$ cat src/rtl/clock_tick_gen.sv
// clock_tick_gen
//   Multi-channel clock-enable generator. Each of NUM_CH channels owns a
//   runtime-programmable divisor and produces a registered one-cycle tick
//   strobe every div[i] cycles of clk. Consumers use tick as a clock enable
//   and never as a clock.
//
// Optional feature (macro CLKTICK_SQUARE_EN):
//   Defined   - sq[i] is a registered square wave with period div[i] and a
//               high phase of floor(div[i]/2) cycles, falling with tick[i].
//   Undefined - sq is tied to 0 and no square-wave logic is built.
//
// Ports:
//   clk      in  system clock, rising edge
//   reset    in  asynchronous, active-low reset
//   en       in  global count enable (0 = hold counters, suppress ticks)
//   sync_clr in  synchronous clear of all counters/outputs (divisors kept)
//   wr_en    in  divisor write strobe
//   wr_ch    in  channel written (values >= NUM_CH are ignored)
//   wr_div   in  new divisor (0 halts the channel)
//   tick     out per-channel one-cycle strobe
//   sq       out per-channel square wave
module clock_tick_gen #(
  parameter int unsigned NUM_CH = 2,
  parameter int unsigned CNT_W  = 25,
  parameter logic [NUM_CH*CNT_W-1:0] DIV_INIT = {25'd20000000, 25'd200000},
  parameter int unsigned CH_W   = 1
) (
  input  logic              clk,
  input  logic              reset,
  input  logic              en,
  input  logic              sync_clr,
  input  logic              wr_en,
  input  logic [CH_W-1:0]   wr_ch,
  input  logic [CNT_W-1:0]  wr_div,
  output logic [NUM_CH-1:0] tick,
  output logic [NUM_CH-1:0] sq
);

  for (genvar i = 0; i < NUM_CH; i++) begin : g_ch
    logic [CNT_W-1:0] div_q;
    logic [CNT_W-1:0] cnt_q;
    logic             tick_q;
    logic             hit;
    logic             clr;
    logic             last;

    // Out-of-range channel numbers never match any generated channel.
    assign hit  = wr_en && (wr_ch == CH_W'(i));
    assign clr  = sync_clr || hit;
    assign last = (cnt_q == div_q - CNT_W'(1));

    always_ff @(posedge clk or negedge reset) begin
      if (!reset) begin
        div_q  <= DIV_INIT[i*CNT_W +: CNT_W];
        cnt_q  <= '0;
        tick_q <= 1'b0;
      end else begin
        if (hit) div_q <= wr_div;
        if (clr || (div_q == '0)) begin
          cnt_q  <= '0;
          tick_q <= 1'b0;
        end else if (!en) begin
          tick_q <= 1'b0;
        end else if (last) begin
          cnt_q  <= '0;
          tick_q <= 1'b1;
        end else begin
          cnt_q  <= cnt_q + CNT_W'(1);
          tick_q <= 1'b0;
        end
      end
    end

    assign tick[i] = tick_q;

`ifdef CLKTICK_SQUARE_EN
    logic             sq_q;
    logic [CNT_W-1:0] rise_at;

    // Rise at count ceil(D/2)-1 so the high phase is floor(D/2) cycles and
    // the fall coincides with tick rising (odd D gets the longer low phase).
    assign rise_at = div_q - (div_q >> 1) - CNT_W'(1);

    always_ff @(posedge clk or negedge reset) begin
      if (!reset) begin
        sq_q <= 1'b0;
      end else if (clr || (div_q < CNT_W'(2))) begin
        sq_q <= 1'b0;
      end else if (en) begin
        if (last)                  sq_q <= 1'b0;
        else if (cnt_q == rise_at) sq_q <= 1'b1;
      end
    end

    assign sq[i] = sq_q;
`endif
  end

`ifndef CLKTICK_SQUARE_EN
  assign sq = '0;
`endif

endmodule

$ cat config.mk
export PLATFORM = sky130hd
export DESIGN_NAME = clock_tick_gen
export DESIGN_NICKNAME = d
export VERILOG_FILES = /design/src/rtl/clock_tick_gen.sv
export SDC_FILE = /design/constraint.sdc
export NUM_CORES = 1
export LEC_CHECK = 0
export CAP_MARGIN = 20
export CORE_MARGIN = 1.5
export CORE_UTILIZATION = 45
export DETAILED_ROUTE_END_ITERATION = 6
export DONT_BUFFER_PORTS = 1
export PLACE_DENSITY = 0.62
export SLEW_MARGIN = 20
export SYNTH_ARGS = -nofsm -noshare
export SYNTH_HDL_FRONTEND = slang
export SYNTH_SLANG_ARGS = --single-unit
$ cat constraint.sdc
create_clock -name clk -period 4.1 [get_ports clk]
set_clock_uncertainty 0.15 [all_clocks]
set_input_delay 0.82 -clock clk [delete_from_list [all_inputs] [get_ports clk]]
set_output_delay 0.82 -clock clk [all_outputs]
set_load 0.02 [all_outputs]
==> out/qor.yml <==
outcome:
  outcome: "completed"
clock_tree:
  htreeDepth: 3
  clk_latency_ns: 0.35
  clock_tree.root_cell: "clkbuf_16"
  cts_setup_buffers: 0
  cts_tree: "yes"
  path_clk_slew_ns: 0.07
  cts_made_buffers: 9
  cts_num_sinks: 102
  cts.repair.resized: 0
  clock_path_buffers: 2
placed_design:
  place_ws_ns: 0.459
  port_buffers: 0
  place_area_um2: 6710
  dp_cells: 830
  place.gp.congestion: 0.887
  hpwl_um: 11900
sta:
  grt_setup_unrepaired: "no"
  finalMaxSlewViolations: 0
  min_period_ns: 3.74
  hold_violations: 0
  slew_headroom: 0.291
  setup_viol: 0
  fin_tns_setup_ns: 0
  holdWs_ns: 0.0211
  fin_ws_ns: 0.360
  worst_pin_slew_ns: 1.06
  fmax_ghz: 0.267
  post-route-period-util: 0.912
global_routing:
  grt_usage: 0.220
  overflow: 0
  grt_pass1_vias: 4819
  grt_first_pass_wirelength_um: 25800
  grt.met1_usage: 0.320
  busiest_layer: "met1"
  antenna_found_initial: 0
  grtUsageMet2: 0.319
  grt_max_degree: 70
  use_met3: 0.0577
power:
  p_int_mw: 1.82
  peakVddDrop_mv: 0.211
  combPwrFrac: 0.165
  switching_share: 0.284
  p_leak_nw: 2.80
  finalPower_mw: 2.55
  powerDensity_nw_per_um2: 361
  p_sw_uw: 723
  power.share.clock: 0.357
  power_frac_seq: 0.479
die:
  ios: 35
  dieWidth_um: 124
  std_cell_rows: 44
  core_um2: 14400
  fp.dieH_um: 124
  dieArea_um2: 15400
  start_util: 0.456
finish:
  area_delta_synth_final_pct: 7.23
  fin_cells: 847
  num_antenna_cells: 0
  drive_above_1_share: 0.179
  final_nets: 693
  design_area_um2: 7050
  fin_util: 0.489
run:
  cap_violations: 0
synthesis:
  syn_avg_cell_area_um2: 9.79
  synth_async_sr_flop_share: 1.00
  ys.flop_type: "dfrtp_1"
  seq_area_frac_synth: 0.391
  synth-edff-count: 0
  netlist_area_um2: 6580
  synth_warnings: 0
  synth_seq_cells: 102
  synth_cell_type_count: 72
  synth_cells: 672
detailed_routing:
  first_pass_iters: 5
  via_count: 5062
  avgRoutedWirePerCell_um: 18.8
  ant_nets: 0
  drc_errors: 0
  detail_route.iter0.violations: 364
  viasPerCell: 5.98
  drt-total-wl_um: 16000
critical_path:
  rr_worst_depth: 8
  crit_path_start_kind: "flip-flop"
  crit_required_ns: 4.18
  r2r_start: "g_ch[1].div_q[3]"
  r2r_slack_ns: 0.36
  r2r_end: "g_ch[1].cnt_q[7]"
  crit_type: "flip-flop to flip-flop"
  worst_ep_arrival_time_ns: 3.82
  cp-end-kind: "flip-flop"
  cp_max_fo: 15
worst_hold_path:
  hp-class: "primary input to async pin"
## synth_stat cells, types with 4 or more instances
cell	instances	area, um2
dfrtp_1	88	2200
xnor2_1	50	438
xor2_1	48	420
mux2_2	47	529
nor2_1	46	173
nand2_1	34	128
nand3_1	25	125
nor3_1	23	115
nor3_2	20	200
clkbuf_1	19	71.3
nor4_1	19	119
and3_1	18	113
inv_1	16	60.1
nand4_1	16	100
dfstp_2	14	368
o21ai_0	13	65.1
a21oi_1	11	55.1
or3_1	11	68.8
or4_1	11	82.6
o31ai_1	8	60.1
a31oi_1	7	43.8
buf_2	7	35.0
and2_1	6	37.5
nand2b_1	6	37.5
nor2b_1	6	37.5
nor4b_1	6	52.6
a211o_1	5	43.8
and4_1	5	43.8
buf_4	5	37.5
nor3b_1	5	37.5
a21o_1	4	30.0
a41oi_1	4	35.0
ha_1	4	50.1
nand3b_1	4	30.0
## cells in the final DEF (no fill, tap or decap), types with 7 or more instances in the layout
| cell | netlist | layout |
|---|---|---|
| buf_4 | 5 | 10 |
| or3_1 | 11 | 11 |
| mux2_2 | 47 | 47 |
| a31oi_1 | 7 | 7 |
| nand2_1 | 34 | 34 |
| xnor2_1 | 50 | 50 |
| xor2_1 | 48 | 48 |
| o21ai_0 | 13 | 13 |
| a21oi_1 | 11 | 11 |
| and3_1 | 18 | 18 |
| nor4_1 | 19 | 19 |
| nand4_1 | 16 | 16 |
| clkbuf_16 | 0 | 9 |
| o31ai_1 | 8 | 8 |
| nor3_2 | 20 | 20 |
| dfrtp_1 | 88 | 88 |
| nor2_1 | 46 | 46 |
| or4_1 | 11 | 11 |
| nand3_1 | 25 | 25 |
| dfstp_2 | 14 | 14 |
| nor3_1 | 23 | 23 |
| inv_1 | 16 | 16 |
## flip-flops by register name (all words and copies together), names as in the netlist
signal	cells
g_ch.cnt_q	50
g_ch.div_q	50
g_ch.tick_q	2
## cell families (layout without fill, tap and decap cells)
logic type	count (synthesis)	count (layout)	synth area share
mux	49	49	0.0835
xor+xnor	98	98	0.130
buf+inv	53	43	0.0369
fa+ha+maj	4	4	0.00761
compound gates	94	94	0.105
other cells	1	2	0.000570
simple gates	271	271	0.245
flops	102	102	0.391
## layer usage
metal / part of all wire / wire, um
met5: 0 / 0
met4: 0.016 / 249
met3: 0.070 / 1110
met2: 0.43 / 6840
met1: 0.49 / 7750
## worst max path at each step
stage / start / to / slack [ns] / cells past startpoint
after global placement: g_ch[1].div_q[4] / g_ch[1].cnt_q[6] / 0.45 / 9
after floorplan: g_ch[1].div_q[8] / g_ch[1].cnt_q[15] / 0.81 / 10
after global routing: g_ch[0].div_q[2] / g_ch[0].cnt_q[2] / 0.16 / 9
after CTS: g_ch[1].div_q[4] / g_ch[1].cnt_q[7] / 0.42 / 8
final: g_ch[1].div_q[3] / g_ch[1].cnt_q[7] / 0.36 / 8
after detailed placement: g_ch[1].div_q[4] / g_ch[1].cnt_q[7] / 0.46 / 8
## worst max-delay path, cell delays in order, from the launching register on
cell and delay [ns]:
dfrtp_1 0.51, or3_1 0.37, nor2_1 0.19, a31o_1 0.22, or4_1 0.54, or4_1 0.54
and4bb_2 0.53, nor2_1 0.20, a221o_1 0.36
## power groups by stage
stage                     clock [mW]  sequential [mW]  combinational, mW
after CTS                      0.936             1.22              0.415
after global routing           0.971             1.24              0.466
after detailed placement           0             1.24              0.404
after global placement             0             1.24              0.395
final                          0.909             1.22              0.420
after floorplan                    0             1.19              0.351
## area by class of cell
cell class,instances,area (um2)
Tap cell,184,230
Inverter,16,60.1
Clock buffer,12,267
Sequential cell,102,2570
Multi-Input combinational cell,518,3780
Clock inverter,4,52.6
Timing Repair Buffer,11,95.1
Fill cell,1382,7370
## what timing repair did
item,CTS,global route
endpoints found under the setup margin,0,0
hold buffers,1,0
hold endpoints to repair,34,0
No activity file was read; power rests on OpenSTA's default activity.
==> RTL change (same flow settings) <==
Add a define of `CLKTICK_SQUARE_EN`.
--- a/src/rtl/clock_tick_gen.sv
+++ b/src/rtl/clock_tick_gen.sv
@@ -19,6 +19,8 @@
 //   wr_div   in  new divisor (0 halts the channel)
 //   tick     out per-channel one-cycle strobe
 //   sq       out per-channel square wave
+`define CLKTICK_SQUARE_EN
+
 module clock_tick_gen #(
   parameter int unsigned NUM_CH = 2,
   parameter int unsigned CNT_W  = 25,
Function: changed (Yosys sat finds a counterexample within 4 cycles, from zero or initial values and one cycle with reset low).
==> RTL change against the unedited design <==
  * Final cell count up 75%
  * Global-route usage grew 0.91 points
  * Routed wire length is 63% higher
  * First-iteration DRC count is 1.4% higher
  * Core utilization is essentially flat
  * Setup slack lost 79 ps
  * Synthesized area increased by 55%
  * Power grew 59%
  * Fmax down 2.1%
  * Sequential share of layout area is 12 points lower
  * Sequential cell count grew 2
  * Cell area rose by 53%
  * Critical endpoint is now g_ch[1].sq_q
  * Largest cell class unchanged
==> RTL change: results (changes against the unedited design) <==
synth_cells: 1218  # +81%
drive_gt1_frac: 0.0708  # -0.109
drt_iter0_drc: 369  # +1.4%
reg_top3: "g_ch.cnt_q x50, g_ch.div_q x50"
post-place-ws_ps: 179  # -280 ps
fillers: 2170  # +57%
dp_cells: 1464  # +76%
htreeDepth: 3  # unchanged
p_comb_frac: 0.474  # +0.309
leakage_nw: 4.64  # +66%
cp-startpoint: "g_ch[1].div_q[13]"
wl_met3_um: 637  # -43%
synthTopCellsByCount: "ha_1, xnor2_1, o21ai_0"
cts_buffers: 9  # unchanged
grt_pass1_wl_um: 43200  # +67%
post_cts_buffers: 0  # unchanged
first_pass_iters: 4  # -1
power_frac_seq: 0.299  # -0.180
peakVddDrop_mv: 0.198  # -6.1%
portBuffers: 0  # unchanged
yosys_warnings: 0  # unchanged
synth_top_area_cell: "dfrtp_1"
slowest_delay_ps: 580  # +40 ps
top_layer_used: "met4"
status: "finished clean"
crit_arrival_ps: 3980  # +160 ps
clk_pin_slew_worst_paths_ps: 80
gp_congestion: 0.904  # +1.9%
p_sw_mw: 1.63  # +130%
crit_fanout: 7  # -8
vias_per_cell: 5.69  # -4.8%
finalNetCount: 1335  # +93%
syn_nets: 1357
post_dp_cell_area_mm2: 0.0104  # +55%
clockRootBuffer: "clkbuf_16"
route.met2.wl_um: 12400  # +81%
wl_um: 26100  # +63%
synth_seq_area_share: 0.257  # -0.133
switching_share: 0.402  # +0.118
ys_async_sr_fraction: 1.00  # unchanged
yosysTopAreaCellShare: 0.221  # -0.114
vias: 8430  # +67%
synth_area_leaders: "dfrtp_1, ha_1, xnor2_1"
synth_cell_types: 78  # +8.3%
dp_hpwl_um: 20600  # +73%
n_antenna_cell: 0  # unchanged
grt_use_total: 0.229  # +0.00906
slew_headroom: 0.380  # +0.0886
m1WireLength_um: 12400  # +60%
crit_slowest_cell: "dfstp_2"
min_path_type: "in2async"
grt_max_degree: 91  # +30%
clockBufferDepth: 2  # unchanged
grt_pass1_vias: 8241  # +71%
clkLatencyLatePin_ps: 370  # +20 ps
antenna_found_initial: 0  # unchanged
-- RTL change: cell families (layout without fill, tap and decap cells) --
group | count (synthesis) | count (layout) | share of synthesized area
compound gates | 262 | 262 | 0.164
xor+xnor | 170 | 170 | 0.148
fa+ha+maj | 108 | 108 | 0.134
buf+inv | 140 | 123 | 0.0550
flops | 104 | 104 | 0.257
mux | 33 | 33 | 0.0355
simple gates | 401 | 401 | 0.207
-- RTL change: routing by layer --
metal,track usage,vias to the layer above
met3,0.0198,37
li1,-,4232
met4,0.0781,0
met5,0,-
met2,0.381,131
met1,0.312,4030
-- RTL change: critical path: cells and delay by family (launching register included) --
family / cells / cell delay (ps)
AO/OA/AOI/OAI: 5 / 1460
adder cells (fa/ha/maj): 1 / 400
buffers and inverters: 3 / 370
flip-flops: 1 / 580
multiplexers: 1 / 140
AND/OR/NAND/NOR: 3 / 690
-- RTL change: area by class of cell --
class                           count  area, um2  area share
Timing Repair Buffer               14        133      0.0123
Clock buffer                       10        229      0.0212
Inverter                           93        349      0.0324
Tap cell                          280        350      0.0325
Clock inverter                      6       77.6     0.00720
Sequential cell                   104       2620       0.243
Multi-Input combinational cell    974       7020       0.651
-- RTL change: what timing repair did --
action | in CTS | in global routing
endpoints found under the hold margin | 90 | 0
resized for setup | 0 | 2
hold buffers | 1 | 0
endpoints found under the setup margin | 0 | 2
-- RTL change: final timing paths --
path	to	slack [ps]	cells after the start
max in group asynchronous	g_ch[0].div_q[12]	3180	1
worst min-delay path	g_ch[1].div_q[21]	140	0
worst min register to register	g_ch[0].cnt_q[24]	370	1
min in group clk	g_ch[0].cnt_q[24]	370	1
worst max register to register	g_ch[1].sq_q	280	13
worst max-delay path	g_ch[1].sq_q	280	13
